File: config.mk
export PLATFORM = sky130hd
export DESIGN_NAME = when_prio_select
export DESIGN_NICKNAME = d
export VERILOG_FILES = /design/src/rtl/when_prio_select.sv
export SDC_FILE = /design/constraint.sdc
export NUM_CORES = 1
export LEC_CHECK = 0
export ABC_AREA = 0
export BUFFER_PORTS_ARGS = -buffer_cell sky130_fd_sc_hd__buf_4
export CAP_MARGIN = 20
export CORE_UTILIZATION = 45
export DETAILED_ROUTE_END_ITERATION = 6
export PLACE_DENSITY = 0.87
export SLEW_MARGIN = 20
export SYNTH_ARGS = -nofsm -noshare
export SYNTH_HDL_FRONTEND = slang
export SYNTH_SLANG_ARGS = --single-unit
export TNS_END_PERCENT = 1
File: constraint.sdc
create_clock -name clk -period 1.7 [get_ports clk]
set_clock_uncertainty 0.05 [all_clocks]
set_input_delay 0.085 -clock clk [delete_from_list [all_inputs] [get_ports clk]]
set_output_delay 0.085 -clock clk [all_outputs]
set_load 0.02 [all_outputs]
File: src/rtl/when_prio_select.sv
// Purpose : lowest-index priority select of CHANNELS data words, with a DEFAULT fallback when no condition is set.
// Latency : comb_out is combinational; out/out_hit/out_idx appear DEPTH-1 edges after the accepting edge.
// Backpr. : one global stall, where in_ready = !out_valid | out_ready; all stages hold (bubbles included) while stalled.
//
// Optional feature macro: WHEN_PRIO_SELECT_MISS_COUNT_EN
//   defined   -> miss_count counts accepted words with sel==0 (saturating, cleared by reset)
//   undefined -> miss_count is tied to zero and no counter is built
//
// Ports:
//   clk, reset            clock and synchronous active-high reset
//   in_valid / in_ready   input handshake
//   sel [CHANNELS]        condition bits, bit 0 has the highest priority
//   data [CHANNELS*WIDTH] channel i occupies bits [i*WIDTH +: WIDTH]
//   comb_out              unregistered select result of the current sel/data
//   out_valid / out_ready output handshake
//   out, out_hit, out_idx registered result, hit flag and winning channel of the final stage
//   miss_count            16-bit count of accepted misses (see macro above)

module when_prio_select #(
    parameter int               WIDTH    = 3,
    parameter int               CHANNELS = 4,
    parameter int               DEPTH    = 2,
    parameter logic [WIDTH-1:0] DEFAULT  = '0
) (
    input  logic                            clk,
    input  logic                            reset,
    input  logic                            in_valid,
    output logic                            in_ready,
    input  logic [CHANNELS-1:0]             sel,
    input  logic [CHANNELS*WIDTH-1:0]       data,
    output logic [WIDTH-1:0]                comb_out,
    output logic                            out_valid,
    input  logic                            out_ready,
    output logic [WIDTH-1:0]                out,
    output logic                            out_hit,
    output logic [$clog2(CHANNELS)-1:0]     out_idx,
    output logic [15:0]                     miss_count
);

    localparam int IDXW = $clog2(CHANNELS);

    // One pipeline stage: valid flag plus the full select outcome.
    typedef struct packed {
        logic             vld;
        logic [WIDTH-1:0] res;
        logic             hit;
        logic [IDXW-1:0]  idx;
    } stage_t;

    // ------------------------------------------------------------------
    // Priority select
    // ------------------------------------------------------------------
    logic [WIDTH-1:0] sel_res;
    logic             sel_hit;
    logic [IDXW-1:0]  sel_idx;

    // Scanning from the highest index downwards lets each lower set bit
    // overwrite the previous candidate, so the lowest set index wins
    // without an explicit break.
    always_comb begin
        sel_res = DEFAULT;
        sel_hit = 1'b0;
        sel_idx = '0;
        for (int i = CHANNELS - 1; i >= 0; i--) begin
            if (sel[i]) begin
                sel_res = data[i*WIDTH +: WIDTH];
                sel_hit = 1'b1;
                sel_idx = IDXW'(i);
            end
        end
    end

    assign comb_out = sel_res;

    // ------------------------------------------------------------------
    // Pipeline with a single global advance
    // ------------------------------------------------------------------
    stage_t pipe [DEPTH];
    logic   advance;
    logic   in_xfer;

    assign advance  = !pipe[DEPTH-1].vld || out_ready;
    assign in_ready = advance;
    assign in_xfer  = in_valid && advance;

    // Payload fields of bubbles still load the current select result; they
    // are never observed as valid but stay deterministic after reset.
    always_ff @(posedge clk) begin
        if (reset) begin
            for (int k = 0; k < DEPTH; k++) begin
                pipe[k] <= '0;
            end
        end else if (advance) begin
            pipe[0].vld <= in_valid;
            pipe[0].res <= sel_res;
            pipe[0].hit <= sel_hit;
            pipe[0].idx <= sel_idx;
            for (int k = 1; k < DEPTH; k++) begin
                pipe[k] <= pipe[k-1];
            end
        end
    end

    assign out_valid = pipe[DEPTH-1].vld;
    assign out       = pipe[DEPTH-1].res;
    assign out_hit   = pipe[DEPTH-1].hit;
    assign out_idx   = pipe[DEPTH-1].idx;

    // ------------------------------------------------------------------
    // Optional miss counter
    // ------------------------------------------------------------------
`ifdef WHEN_PRIO_SELECT_MISS_COUNT_EN
    logic [15:0] miss_q;

    always_ff @(posedge clk) begin
        if (reset) begin
            miss_q <= 16'h0;
        end else if (in_xfer && !sel_hit && (miss_q != 16'hFFFF)) begin
            miss_q <= miss_q + 16'd1;
        end
    end

    assign miss_count = miss_q;
`else
    logic unused_in_xfer;
    assign unused_in_xfer = in_xfer;
    assign miss_count     = 16'h0;
`endif

endmodule

==> impl_metrics.py <==
metrics = {
    "critical_path": {
        "r2r_start": "pipe[0][13]",
        "worstPathMaxFanout": 14,
        "path_class": "reg -> reg",
        "worstSetupStartpointType": "flip-flop",
        "r2r_slack_ps": 480,
        "reg2reg_to": "pipe[0][13]",
        "endpoint_kind": "flip-flop",
        "critical_path_arrival_ps": 1150,
        "required_ps": 1630,
        "ff2ff_path_depth": 2,
    },
    "yosys": {
        "syn_inst": 73,
        "synth_area_per_cell_um2": 11.09,
        "netlist_area_um2": 809.5,
        "ys_seq_elements": 14,
        "yosysSeqAreaShare_pct": 51.93,
        "synth_cell_types": 20,
        "yosys_warnings": 0,
    },
    "detailed_routing": {
        "routed-via-count": 570,
        "firstDrtPassIters": 3,
        "routed_wl_um": 1255,
        "drc": 0,
        "drt_iter0_drc": 11,
        "via_per_inst": 4.597,
        "antenna_left": 0,
        "routedWlPerCell_um": 10.12,
    },
    "placed_design": {
        "io_buffers": 30,
        "place.gp.congestion": 0.8071,
        "hpwlAfterDp_um": 1035,
        "dpl.cell_count": 121,
    },
    "clocking": {
        "hold_buffers": 0,
        "cts_setup_buffers": 0,
        "cts.clk_slew.worst_paths_ps": 70,
        "cts_buffers": 3,
        "clk_latency_ps": 260,
        "clkSinkCount": 14,
        "root_buffer": "clkbuf_4",
        "clock_path_buffers": 2,
        "cts_tree": "built",
        "htreeDepth": 1,
        "ctsResizeCount": 0,
    },
    "run": {
        "max-cap-violations": 0,
    },
    "power": {
        "power.total_mw": 0.7621,
        "max-vdd-ir-drop_v": 0.0003152,
        "p_switching_mw": 0.1973,
        "p_clk_share_pct": 22.0,
        "p_leak_nw": 0.4605,
        "p_seq_share_pct": 54.5,
        "powerDensity_mw_per_mm2": 772.9,
        "power.internal_mw": 0.5647,
        "netSwitchingFraction_pct": 25.89,
        "power.share.combinational_pct": 23.4,
    },
    "finish": {
        "largest-register": "pipe",
        "n_antenna_cell": 0,
        "fin_cells": 124,
        "fin_util_pct": 61.85,
        "final_cell_mix": "buf_4, conb_1, edfxtp_1",
        "largest_register_ffs": 14,
        "fillers": 133,
        "nets": 122,
        "drive_above_1_share_pct": 36.00,
        "area_delta_synth_final_pct": 21.79,
        "final_common_cell": "buf_4",
        "top_regs": "pipe x14",
    },
    "floorplanning": {
        "ioPinCount": 47,
        "dieArea_mm2": 0.001973,
        "dieHeight_um": 44.42,
        "initial_core_util_pct": 50.78,
        "fp.coreArea_mm2": 0.001594,
        "num_rows": 14,
        "fp.dieW_um": 44.42,
    },
    "sta": {
        "fin_crit_ps": 1216,
        "rsz0062_at_grt": "false",
        "setup_viol": 0,
        "fin_crit_sh_pct": 71.52,
        "tns_ps": 0,
        "whs_ps": 62.69,
        "fmax_mhz": 822.5,
        "slew_violations": 0,
        "hold_viol": 0,
    },
    "hold_path": {
        "hp-start": "in_valid",
        "whs_path_depth": 2,
        "hold_path.class": "in -> reg",
        "holdPathEnd": "pipe[0][6]",
    },
    "global_route": {
        "antenna_found_initial": 0,
        "grt_pass1_wl_um": 1876,
        "grt_max_degree": 15,
        "grt_pass1_vias": 480,
        "grt.total_usage_pct": 13.77,
        "grt-ovfl-total": 0,
    },
    "status": {
        "outcome": "completed",
    },
}
==> how the worst max path moves through the flow <==
| stage | start | slack (ps) | endpoint | cells past startpoint |
|---|---|---|---|---|
| 6_report | pipe[0][13] | 480 | pipe[0][13] | 2 |
| 5_1_grt | pipe[0][13] | 400 | pipe[0][4] | 3 |
| 4_1_cts | pipe[0][13] | 470 | pipe[0][0] | 2 |
| 3_5_place_dp | pipe[0][13] | 480 | pipe[0][12] | 2 |
| 3_3_place_gp | pipe[0][13] | 520 | pipe[0][3] | 2 |
| 2_1_floorplan | pipe[0][13] | 360 | pipe[0][0] | 2 |
==> through the flow <==
stage               area, um^2  setup WS [ps]
floorplan                865.8          357.5
global placement         963.4          517.9
detailed placement       963.4          483.3
CTS                      985.9          473.4
global route             985.9          403.0
finish                   985.9          484.2
==> logic make-up (layout without fill, tap and decap cells) <==
kind of cell    count (synthesis)  after routing  share of synthesized area (%)
simple gates                   24             24                          17.77
compound gates                 11             11                          9.429
flops                          14             14                          51.93
buf+inv                        23             35                          20.40
other cells                     1             16                         0.4632
==> cells in the mapped netlist, drive strengths merged <==
cell type	n	area, um^2
nor2	2	7.510
edfxtp	14	420.4
or2	1	6.260
a31oi	3	18.77
and2b	1	7.510
nand3	3	15.01
a21oi	2	10.01
o22ai	2	12.51
or3b	1	8.760
and2	8	50.05
inv	2	7.510
nor4	1	6.260
a311oi	3	26.28
buf	21	157.7
o21ai	1	8.760
conb	1	3.750
nand2b	3	26.27
nor3	1	5.000
nand2	3	11.26
==> power by group through the flow <==
stage / Clock [mW] / Combinational (mW) / Sequential (mW)
2_1_floorplan: 0 / 0.136 / 0.427
3_3_place_gp: 0 / 0.175 / 0.422
3_5_place_dp: 0 / 0.178 / 0.424
4_1_cts: 0.176 / 0.179 / 0.416
5_1_grt: 0.187 / 0.193 / 0.418
6_report: 0.168 / 0.179 / 0.416
==> critical path: stages, from the launching register on <==
cell      delay (ps)
edfxtp_1         400
nand2b_4          70
or2_2            410
==> routing by layer <==
metal  share of wire [%]  up-vias  GRT usage (%)  wire [um]
li1                    -      279              -          -
met1                  35      256          13.00        443
met2                  55       33          25.59        690
met3                 8.4        2          3.673        105
met4                 1.3        0          9.091         16
met5                   0        -              0          0
==> layout make-up <==
type / instances / area, um^2 / area share, %
Tap cell: 24 / 30.03 / 3.046
Clock buffer: 3 / 22.52 / 2.284
Timing Repair Buffer: 30 / 225.2 / 22.84
Inverter: 2 / 7.507 / 0.7614
Sequential cell: 14 / 420.4 / 42.64
Multi-Input combinational cell: 51 / 280.3 / 28.43
No activity file was read; power rests on OpenSTA's default activity.
